==> src/rtl/game_pkg.sv <==
// ---------------------------------------------------------------------------
// game_pkg
// Shared definitions for the game-tick consumer logic: pacer state encoding,
// the nominal tick period and the default watchdog limit.
// ---------------------------------------------------------------------------
package game_pkg;

  typedef enum logic [1:0] {
    ST_IDLE  = 2'd0,
    ST_RUN   = 2'd1,
    ST_PAUSE = 2'd2,
    ST_FAULT = 2'd3
  } state_e;

  // game_tick toggles once per this many clk_100mhz cycles.
  localparam int TICK_CYCLES = 1000000;

  // 2.5 nominal tick periods of silence before the source is declared stalled.
  localparam int WATCHDOG_LIMIT_DEFAULT = 2500000;

  // States in which the tick source is expected to be alive.
  function automatic logic is_active(input state_e s);
    return (s == ST_RUN) || (s == ST_PAUSE);
  endfunction

endpackage

==> src/rtl/tick_edge_detect.sv <==
// ---------------------------------------------------------------------------
// tick_edge_detect
// Turns every level change of the game_tick square wave into a tick event.
//   clk_100mhz  in   system clock
//   reset       in   synchronous, active-high
//   game_tick   in   tick square wave, same clock domain
//   tick_event  out  combinational: game_tick differs from its registered copy
//   tick_pulse  out  registered tick_event, one cycle after the input change
// ---------------------------------------------------------------------------
module tick_edge_detect (
  input  logic clk_100mhz,
  input  logic reset,
  input  logic game_tick,
  output logic tick_event,
  output logic tick_pulse
);

  logic tick_q;
  logic tick_pulse_q;

  // The tick source also resets to 0, so clearing tick_q here means no
  // spurious event appears when reset is released.
  // NOTE: clocked state uses non-blocking assignments so every register
  // samples the pre-edge values of the others, independent of process order.
  always_ff @(posedge clk_100mhz) begin
    if (reset) begin
      tick_q       <= 1'b0;
      tick_pulse_q <= 1'b0;
    end else begin
      tick_q       <= game_tick;
      tick_pulse_q <= tick_event;
    end
  end

  assign tick_event = game_tick ^ tick_q;
  assign tick_pulse = tick_pulse_q;

endmodule

==> src/rtl/game_tick_pacer.sv <==
// ---------------------------------------------------------------------------
// game_tick_pacer
// Consumer side of the game-tick interface. Converts game_tick toggles into
// tick pulses, divides them by a runtime speed setting into game steps, and
// handles run / pause / idle control plus a stalled-source watchdog.
//   clk_100mhz  in   system clock, 100 MHz
//   reset       in   synchronous, active-high
//   game_tick   in   tick square wave; each level change is one tick event
//   enable      in   1 = game active, 0 forces IDLE
//   pause       in   level; 1 freezes stepping while enabled
//   speed       in   step divisor minus 1, sampled on each tick event
//   tick_pulse  out  one-cycle pulse per game_tick toggle (all states)
//   step_pulse  out  one-cycle game-step pulse
//   step_count  out  steps issued since entering RUN from IDLE (wraps)
//   paused      out  1 while in PAUSE
//   tick_fault  out  1 while in FAULT
// ---------------------------------------------------------------------------
module game_tick_pacer
  import game_pkg::*;
#(
  parameter int SPEED_BITS     = 3,
  parameter int COUNT_BITS     = 16,
  parameter int WATCHDOG_LIMIT = WATCHDOG_LIMIT_DEFAULT,
  parameter int WD_BITS        = 22
) (
  input  logic                  clk_100mhz,
  input  logic                  reset,
  input  logic                  game_tick,
  input  logic                  enable,
  input  logic                  pause,
  input  logic [SPEED_BITS-1:0] speed,
  output logic                  tick_pulse,
  output logic                  step_pulse,
  output logic [COUNT_BITS-1:0] step_count,
  output logic                  paused,
  output logic                  tick_fault
);

  localparam logic [WD_BITS-1:0] WD_LIMIT = WD_BITS'(WATCHDOG_LIMIT);

  state_e                  state_q, state_d;
  logic [SPEED_BITS-1:0]   div_cnt_q, div_cnt_d;
  logic [COUNT_BITS-1:0]   step_count_q, step_count_d;
  logic [WD_BITS-1:0]      wd_q, wd_d;
  logic                    step_pulse_q, step_pulse_d;
  logic                    paused_q, paused_d;
  logic                    fault_q, fault_d;
  logic                    tick_event;
  logic                    wd_at_limit;
  logic                    run_event;

  tick_edge_detect u_edge (
    .clk_100mhz (clk_100mhz),
    .reset      (reset),
    .game_tick  (game_tick),
    .tick_event (tick_event),
    .tick_pulse (tick_pulse)
  );

  // The watchdog never runs past the limit: reaching it leaves RUN/PAUSE,
  // which clears the counter, so an exact compare is sufficient.
  assign wd_at_limit = (wd_q == WD_LIMIT);

  // State register.
  always_ff @(posedge clk_100mhz) begin
    if (reset) state_q <= ST_IDLE;
    else       state_q <= state_d;
  end

  // Next-state logic; enable=0 overrides everything except reset.
  // NOTE: every always_comb output gets a default first, so no path can
  // leave it unassigned and infer a latch.
  always_comb begin
    state_d = state_q;
    if (!enable) begin
      state_d = ST_IDLE;
    end else begin
      unique case (state_q)
        ST_IDLE:  state_d = ST_RUN;
        ST_RUN:   if (wd_at_limit) state_d = ST_FAULT;
                  else if (pause)  state_d = ST_PAUSE;
        ST_PAUSE: if (wd_at_limit) state_d = ST_FAULT;
                  else if (!pause) state_d = ST_RUN;
        ST_FAULT: state_d = ST_FAULT;
        default:  state_d = ST_IDLE;
      endcase
    end
  end

  // A tick only advances the divider when we are in RUN and staying there;
  // an event that coincides with pause, fault or disable is swallowed.
  assign run_event = tick_event && (state_q == ST_RUN) && (state_d == ST_RUN);

  // Output / datapath next-state logic.
  always_comb begin
    div_cnt_d    = div_cnt_q;
    step_count_d = step_count_q;
    step_pulse_d = 1'b0;
    wd_d         = '0;
    paused_d     = (state_d == ST_PAUSE);
    fault_d      = (state_d == ST_FAULT);

    if ((state_q == ST_IDLE) && (state_d == ST_RUN)) begin
      div_cnt_d    = '0;
      step_count_d = '0;
    end else if (run_event) begin
      // >= rather than == so that lowering speed mid-count steps at once.
      if (div_cnt_q >= speed) begin
        step_pulse_d = 1'b1;
        div_cnt_d    = '0;
        step_count_d = step_count_q + COUNT_BITS'(1);
      end else begin
        div_cnt_d    = div_cnt_q + SPEED_BITS'(1);
      end
    end

    // Count quiet cycles only while the source is expected to be alive.
    if (is_active(state_q) && is_active(state_d) && !tick_event)
      wd_d = wd_q + WD_BITS'(1);
  end

  always_ff @(posedge clk_100mhz) begin
    if (reset) begin
      div_cnt_q    <= '0;
      step_count_q <= '0;
      wd_q         <= '0;
      step_pulse_q <= 1'b0;
      paused_q     <= 1'b0;
      fault_q      <= 1'b0;
    end else begin
      div_cnt_q    <= div_cnt_d;
      step_count_q <= step_count_d;
      wd_q         <= wd_d;
      step_pulse_q <= step_pulse_d;
      paused_q     <= paused_d;
      fault_q      <= fault_d;
    end
  end

  assign step_pulse = step_pulse_q;
  assign step_count = step_count_q;
  assign paused     = paused_q;
  assign tick_fault = fault_q;

endmodule

==> config.mk <==
export PLATFORM = sky130hd
export DESIGN_NAME = game_tick_pacer
export DESIGN_NICKNAME = d
export VERILOG_FILES = /design/src/rtl/game_pkg.sv /design/src/rtl/tick_edge_detect.sv /design/src/rtl/game_tick_pacer.sv
export SDC_FILE = /design/constraint.sdc
export NUM_CORES = 1
export LEC_CHECK = 0
export BUFFER_PORTS_ARGS = -buffer_cell sky130_fd_sc_hd__buf_2
export CAP_MARGIN = 20
export CORE_ASPECT_RATIO = 1.2
export CORE_MARGIN = 2
export CORE_UTILIZATION = 50
export DETAILED_ROUTE_END_ITERATION = 10
export GPL_ROUTABILITY_DRIVEN = 1
export PLACE_DENSITY = 0.73
export SLEW_MARGIN = 30
export SYNTH_ARGS = -nofsm -noshare
export SYNTH_HDL_FRONTEND = slang
export SYNTH_SLANG_ARGS = --single-unit
==> constraint.sdc <==
create_clock -name clk_100mhz -period 4.9 [get_ports clk_100mhz]
set_input_delay 0.98 -clock clk_100mhz [delete_from_list [all_inputs] [get_ports clk_100mhz]]
set_output_delay 0.98 -clock clk_100mhz [all_outputs]
set_load 0.02 [all_outputs]
* Word-level counts from Yosys, hierarchy flattened *
Index checks and enable logic that the tools add are counted.

storage, ports and cells
  register bits = 48
  input port bits = 8
  output and inout port bits = 20
  logic and storage cells = 44

cells by class
  add/sub/neg operators = 3
  order comparisons = 1
  eq/ne operators = 7
  muxes and demuxes = 8
  bitwise operators = 3
  reduce and logical (&&, ||, !) cells = 13

operators with widths
  kind                     count
  $add A22 B1 Y22 const B  1
  $eq A22 B22 Y1 const B   1
  $add A16 B1 Y16 const B  1
  $mux W2                  5
  $eq A2 B2 Y1 const B     4
  $pmux W2 S4              1
  $logic_and A1 B1 Y1      5
  $eq A2 B1 Y1 const B     2
  $reduce_or A2 Y1         2
  $add A3 B1 Y3 const B    1
  $ge A3 B3 Y1             1
  $mux W3                  1
  $reduce_or A3 Y1         1
  $logic_not A2 Y1         1
  $logic_or A1 B1 Y1       2
  $not A1 Y1               2
  $reduce_and A2 Y1        1
  $logic_not A1 Y1         1
  $mux W1                  1
  $xor A1 B1 Y1            1

* Logic depth before layout (Yosys ltp) *
Gate-level depths: netlist of the first run.

  depth after elaboration = 10
  mapped depth = 12
  gate-level depth less buffers = 11

* Modules after synthesis *
Synthesis of the first run repeated with hierarchy kept, for this count alone.

second synthesis, totals
  cells, all modules = 287
  area, all modules = 2514.9 um^2

modules (own cells, without submodules)
  module            instances  cells an instance  area each (um^2)  seq. area each (um^2)
  game_tick_pacer   1          282                2452.4            920.9
  tick_edge_detect  1          5                  62.6              40.0

* Worst setup path after synthesis of the first run *
OpenSTA, ideal clock, no wires.

  kind = input-to-reg
  from = in pause
  to = reg wd_q[10]
  library setup time = 65 ps
  data arrival time = 3145 ps
  required time = 4835 ps
  slack = 1690 ps
  stages on the path = 10
  buffers on the path = 2
  cells stage by stage = inv_1 > a21o_1 > a221oi_1 > a21boi_0 > ha_1 > or3b_2 > or2_2 > clkbuf_1 > clkbuf_1 > nor2_1

on the way
  cells in the longest elaborated chain, start to end = 10
  elaborated cells between the ends (all ways) = 13
  those cells by class = eq/ne (2); mux (6); bitwise (1); reduce/logical (4)

RTL lines
  item                                                 RTL line                                      RTL
  start: declaration                                   game_tick_pacer.sv:30                         input logic pause,
  $mux W2, on equally long branches                    game_tick_pacer.sv:83, game_tick_pacer.sv:81
  $mux W2, on equally long branches                    game_tick_pacer.sv:82, game_tick_pacer.sv:80
  $pmux W2 S4 (*)                                      game_tick_pacer.sv:78                         unique case (state_q)
  $mux W2 (*)                                          game_tick_pacer.sv:75                         if (!enable) begin
  net state_d[0]                                       game_tick_pacer.sv:41                         state_e state_q, state_d;
  $eq A2 B1 Y1 / $eq A2 B2 Y1 (equally long branches)  game_pkg.sv:23                                return (s == ST_RUN) || (s == ST_PAUSE);
  $logic_or A1 B1 Y1 (*)                               game_pkg.sv:23
  $logic_and A1 B1 Y1 (*) (2 in a row)                 game_tick_pacer.sv:118                        if (is_active(state_q) && is_active(state_d) && !tick_event)
  $not A1 Y1 (no line) (*)                             -
  $reduce_or A2 Y1 (no line) (*)                       -
  end signal: assignment                               game_tick_pacer.sv:133                        wd_q <= wd_d;
  end: declaration                                     game_tick_pacer.sv:44                         logic [WD_BITS-1:0] wd_q, wd_d;

The timed path passes the listed nets; every way through them passes the cells marked *.
A chain may end at the register's enable or synchronous reset.

* Worst setup path after layout of the first run *
  from = reg wd_q[14]
  to = reg step_count_q[9] (netlist: step_count[9])

on the way
  cells in the longest elaborated chain, start to end = 7
  elaborated cells between the ends (all ways) = 10
  those cells by class = eq/ne (2); mux (4); reduce/logical (4)

RTL lines
  item                                                                    RTL line                                       RTL
  $eq A22 B22 Y1 (*)                                                      game_tick_pacer.sv:62                          assign wd_at_limit = (wd_q == WD_LIMIT);
  $mux W2, on equally long branches                                       game_tick_pacer.sv:82, game_tick_pacer.sv:80
  $pmux W2 S4 (*)                                                         game_tick_pacer.sv:78
  $mux W2 (*)                                                             game_tick_pacer.sv:75
  net state_d[0]                                                          game_tick_pacer.sv:41
  $eq A2 B1 Y1 (*)                                                        game_tick_pacer.sv:92, game_tick_pacer.sv:103
  $logic_and A1 B1 Y1, on equally long branches                           game_tick_pacer.sv:92, game_tick_pacer.sv:103
  $reduce_and A2 Y1 (no line) / $reduce_or A2 Y1 (equally long branches)  -
  end signal: assignment                                                  game_tick_pacer.sv:132                         step_count_q <= step_count_d;
  end: declaration                                                        game_tick_pacer.sv:43                          logic [COUNT_BITS-1:0] step_count_q, step_count_d;

Marks and branches as above.

==> flow_metrics.tcl, run 1 <==
set metrics [dict create \
    end_kind "flop" \
    worstMarginPinSlew_ns 0.778 \
    core_sq_um 4900 \
    syn_inst 294 \
    vias 2157 \
    hold_buffers 0 \
    critical_path_required_ns 5.14 \
    port_buffers 27 \
    maxSlewHeadroom_pct 48.1 \
    regArea_sq_um 961 \
    fin_crit_ns 3.47 \
    row_count 28 \
    pin_count 28 \
    hold_viol_final 0 \
    powerDensity_nw_per_um2 239 \
    p_leak_nw 1.00 \
    cp.arrival_ns 3.71 \
    die_x_um 69.0 \
    final_cell_mix "dfxtp_1, buf_2, a21oi_1, nand2_1, nor2_1" \
    timing.final.max_slew_violations 0 \
    finalCritPeriodShare_pct 70.8 \
    drv_cap 0 \
    htree_levels 2 \
    post_cts_resize_count 0 \
    synthArstFlopShare_pct 0 \
    fin_nets 338 \
    grt_first_pass_wirelength_mm 8.14 \
    fp.dieArea_sq_um 5650 \
    dpl.hpwl_mm 3.65 \
    grt_overflow 0 \
    cts.path.max_buffers 2 \
    reg2regPathDepth 8 \
    finalSetupTns_ns 0 \
    grt_pass1_vias 1845 \
    insertedDiodeCount 0 \
    drt_drc_violations_left 0 \
    drive_above_1_share_pct 14.6 \
    drt_first_pass_iters 5 \
    yosys_register_bits 48 \
    nFillCells 479 \
    place_area_sq_um 2690 \
    ys_seq_area_share_pct 38.0 \
    rr_startpoint "wd_q[14]" \
    status "finished clean" \
    timing.rr.end "step_count[9]" \
    hold_start "step_count[15]" \
    vias_per_cell 5.74 \
    postRouteAntennaNets 0 \
    wl_per_cell_um 13.5 \
    synth_nets 317 \
    r2r_setup_slack_ns 1.43 \
    synthFlopType "dfxtp_1" \
    cts_tree "done" \
    cts.sinks 48 \
    drt-total-wl_mm 5.08 \
    cts_root_buf "clkbuf_8" \
    syn_avg_cell_area_sq_um 8.61 \
    setup_viol 0 \
    irDropWorstVdd_mv 0.148 \
    crit_fanout 22 \
    yosysUniqueCellTypes 47 \
    gp_congestion 0.784 \
    drt_iter0_drc 142 \
    clock_latency_ns 0.31 \
    whs_endpoint "step_count[15]" \
    holdPathStages 2 \
    rsz0062_at_grt "false" \
    antenna_found_initial 0 \
    fmax_mhz 288 \
    postLayoutCellArea_sq_um 2780 \
    crit_path_start_kind "flop" \
    worst_clock_skew_ns 0.00655 \
    syn_to_final_growth_pct 9.79 \
    min_path_type "flop to flop" \
    path_clk_slew_ns 0.09 \
    critical_path_class "flop to flop" \
    start_util_pct 51.6 \
    ys_warn_count 0 \
    layout_commonest_cell "dfxtp_1" \
    post_cts_buffers 0 \
    grt_max_degree 26 \
    grt_use_total_pct 19.1 \
    numCtsBuffers 5 \
    synth_area_sq_um 2530 \
    die_h_um 81.9 \
    synth_edf_count 0 \
    multi_input_area_sq_um 1480 \
]
==> per-layer routing <==
layer	vias up	wire [um]	share of wire (%)	track usage (%)
li1	1125	-	-	-
met1	989	2250	44	21.5
met2	36	2560	50	34.7
met3	7	184	3.6	3.29
met4	0	83	1.6	7.65
met5	-	0	0	0
==> per-stage QoR <==
step	util (%)	std cells	total power [mW]	setup slack [ns]	hold slack, ns
floorplan	-	294	0.429	1.69	0.447
global placement	54.9	368	0.438	1.52	0.459
detailed placement	54.9	368	0.439	1.43	0.470
CTS	56.7	376	0.674	1.42	0.485
global route	56.7	376	0.690	1.05	0.503
finish	56.7	376	0.664	1.43	0.480
==> where the power goes <==
group,internal (mW),switching (mW),total [mW]
combinational,0.0116,0.0248,0.0364
clock,0.0996,0.135,0.234
sequential,0.392,0.00138,0.393
total,0.503,0.161,0.664
==> area by class of cell <==
type / count / area share [%]
multi-input cells: 222 / 53.2
flip-flops and latches: 48 / 34.6
repair buffers: 27 / 4.86
well taps: 60 / 2.70
clock buffers: 5 / 2.48
inverters: 11 / 1.49
clock inverters: 3 / 0.675
==> synth_stat cells, types with 3 or more instances <==
master | count | area, sq um
a21o_1 | 3 | 22.5
a21oi_1 | 24 | 120
a31oi_1 | 3 | 18.8
and3_1 | 5 | 31.3
clkbuf_1 | 12 | 45.0
dfxtp_1 | 48 | 961
ha_1 | 15 | 188
inv_1 | 11 | 41.3
mux2i_1 | 4 | 40.0
nand2_1 | 22 | 82.6
nand2b_1 | 5 | 31.3
nand3_1 | 17 | 85.1
nand4_1 | 9 | 56.3
nor2_1 | 19 | 71.3
nor2b_1 | 6 | 37.5
nor3_1 | 4 | 20.0
nor4_1 | 5 | 31.3
nor4b_1 | 4 | 35.0
o21ai_0 | 8 | 40.0
o31ai_1 | 7 | 52.6
o41ai_1 | 4 | 35.0
or3_1 | 7 | 43.8
or4_1 | 9 | 67.6
or4b_2 | 4 | 40.0
xnor2_1 | 6 | 52.6
xor2_1 | 6 | 52.6
==> worst max-delay path by stage <==
| stage | to | cells past startpoint | slack, ns | from |
|---|---|---|---|---|
| finish | step_count[9] | 8 | 1.43 | wd_q[14] |
| global route | step_count[11] | 10 | 1.05 | state_q[1] |
| CTS | step_count[3] | 8 | 1.42 | wd_q[14] |
| detailed placement | step_count[3] | 8 | 1.43 | wd_q[14] |
| global placement | step_count[11] | 8 | 1.52 | wd_q[14] |
| floorplan | wd_q[10] | 10 | 1.69 | pause |
==> cells by family after synthesis <==
family / Yosys count / share of synthesized area [%]
flops: 48 / 38.0
xor+xnor: 12 / 4.15
simple gates: 130 / 29.9
fa+ha+maj: 15 / 7.41
mux: 4 / 1.58
compound gates: 61 / 15.4
buf+inv: 24 / 3.61
==> sequential cells by signal (all words and copies together), names as in the netlist <==
register,flops
state_q,2
u_edge.tick_q,1
div_cnt_q,3
wd_q,22
tick_fault,1
step_count,16
u_edge.tick_pulse,1
paused,1
step_pulse,1
==> critical path, cell delays in order, from the launching register on <==
cell      delay [ns]
dfxtp_1         0.35
or4b_2          0.66
nor4_1          0.25
a31oi_1         0.22
a21boi_0        0.29
ha_1            0.26
nand3_1         0.54
or4_1           0.69
a21oi_1         0.14
Power figures use the tool's default switching activity.
==> run 2: changes to the inputs <==
==> constraint.sdc (replaced) <==
create_clock -name clk_100mhz -period 3.55 [get_ports clk_100mhz]
set_input_delay 0.71 -clock clk_100mhz [delete_from_list [all_inputs] [get_ports clk_100mhz]]
set_output_delay 0.71 -clock clk_100mhz [all_outputs]
set_load 0.02 [all_outputs]
==> flow_metrics.tcl, run 2 (same netlist as run 1, synthesis figures left out) <==
set metrics [dict create \
    postLayoutCellArea_sq_um 2810 \
    power.internal_mw 0.694 \
    die_x_um 69.0 \
    post_cts_buffers 0 \
    critical_path_required_ns 3.79 \
    worst_clock_skew_ns 0.0100 \
    dpl.hpwl_mm 3.70 \
    clock_latency_ns 0.30 \
    htree_levels 2 \
    grt_max_degree 26 \
    crit_fanout 6 \
    grt_pass1_vias 1895 \
    finalSetupTns_ns 0 \
    nFillCells 488 \
    cts.path.max_buffers 2 \
    combPwrFrac_pct 6.2 \
    drive_above_1_share_pct 15.7 \
    syn_to_final_growth_pct 11.0 \
    cts_root_buf "clkbuf_8" \
    numCtsBuffers 5 \
    cts.sinks 48 \
    core_sq_um 4900 \
    crit_path_start_kind "flop" \
    fin_nets 342 \
    regMostFlops "wd_q" \
    cts_tree "done" \
    fp.dieArea_sq_um 5650 \
    antenna_found_initial 0 \
    insertedDiodeCount 0 \
    layout_commonest_cell "dfxtp_1" \
    critical_path_class "flop to flop" \
    start_util_pct 51.6 \
    p_leak_nw 1.01 \
    final_cell_mix "dfxtp_1, buf_2, a21oi_1, nand2_1, nor2_1" \
    grt_util_met2_pct 33.8 \
    switching_share_pct 23.0 \
    drt_iter0_drc 144 \
    powerDensity_nw_per_um2 321 \
    dpl_worst_slack_ns 0.157 \
    fin_crit_ns 3.34 \
    pin_count 28 \
    total_power_mw 0.902 \
    vias 2228 \
    finalCritPeriodShare_pct 94.0 \
    die_h_um 81.9 \
    end_kind "flop" \
    row_count 28 \
    maxSlewHeadroom_pct 50.4 \
    vias_per_cell 5.88 \
    grt_overflow 0 \
    wl_per_cell_um 13.3 \
    gp_congestion 0.811 \
    largest_register_ffs 22 \
    setup_ws_ns 0.212 \
    drt-total-wl_mm 5.03 \
    fmax_mhz 300 \
    postRouteAntennaNets 0 \
    grt_use_total_pct 19.1 \
    timing.final.max_slew_violations 0 \
    path_clk_slew_ns 0.09 \
    setup_viol 0 \
    drt_first_pass_iters 4 \
    drt_drc_violations_left 0 \
    drv_cap 0 \
    grt_first_pass_wirelength_mm 8.28 \
    multi_input_area_sq_um 1490 \
    port_buffers 27 \
    use_met1_pct 22.7 \
    rsz0062_at_grt "false" \
    hold_viol_final 0 \
    switching_power_mw 0.208 \
    status "finished clean" \
    worstMarginPinSlew_ns 0.744 \
    regArea_sq_um 961 \
    cp.arrival_ns 3.58 \
    min_path_type "flop to flop" \
    clkPwrFrac_pct 33.7 \
    hold_buffers 0 \
    place_area_sq_um 2720 \
    grt_util_met3_pct 3.70 \
    irDropWorstVdd_mv 0.211 \
    p_seq_share_pct 60.1 \
    top_usage_layer "met2" \
]
run 2: power groups by stage:
stage	sequential [mW]	clock, mW	combinational (mW)
6_report	0.542	0.304	0.0555
5_1_grt	0.543	0.336	0.0631
4_1_cts	0.542	0.318	0.0548
3_5_place_dp	0.555	0	0.0546
3_3_place_gp	0.555	0	0.0535
2_1_floorplan	0.556	0	0.0360
run 2: layout make-up:
class	instances	share of cell area [%]
Clock buffer	6	2.58
Clock inverter	1	0.178
Inverter	11	1.47
Multi-Input combinational cell	222	53.0
Sequential cell	48	34.2
Tap cell	60	2.67
Timing Repair Buffer	31	5.88
run 2: repair_timing:
action,4_1_cts,5_1_grt
endpoints found under the setup margin,0,9
endpoints found under the hold margin,0,0
resized for setup,0,2
run 2: final timing paths:
check,start,to,slack (ns),depth (start not counted)
worst max register to register,wd_q[14],step_count[8],0.21,9
worst max-delay path,wd_q[14],step_count[8],0.21,9
worst min-delay path,step_count[15],step_count[15],0.48,2
worst min register to register,step_count[15],step_count[15],0.48,2
run 2: metrics by stage:
stage / std cells / hold WS, ns / utilization, %
4_1_cts: 379 / 0.485 / 57.1
2_1_floorplan: 294 / 0.447 / -
3_5_place_dp: 372 / 0.472 / 55.5
5_1_grt: 379 / 0.508 / 57.3
6_report: 379 / 0.478 / 57.3
3_3_place_gp: 372 / 0.458 / 55.5
run 2: worst max-delay path, stage by stage (launching register included):
cell and delay [ns]:
dfxtp_1 0.35, or4b_2 0.66, nor4_1 0.24, a31oi_1 0.23
a21boi_0 0.33, ha_1 0.29, nand2_1 0.10, nor3b_2 0.32
or4b_2 0.61, a21oi_1 0.16
run 2: per-layer routing:
| layer | part of all wire [%] | wire, um |
|---|---|---|
| met1 | 44 | 2220 |
| met2 | 51 | 2570 |
| met3 | 3.5 | 174 |
| met4 | 1.3 | 66 |
| met5 | 0 | 0 |
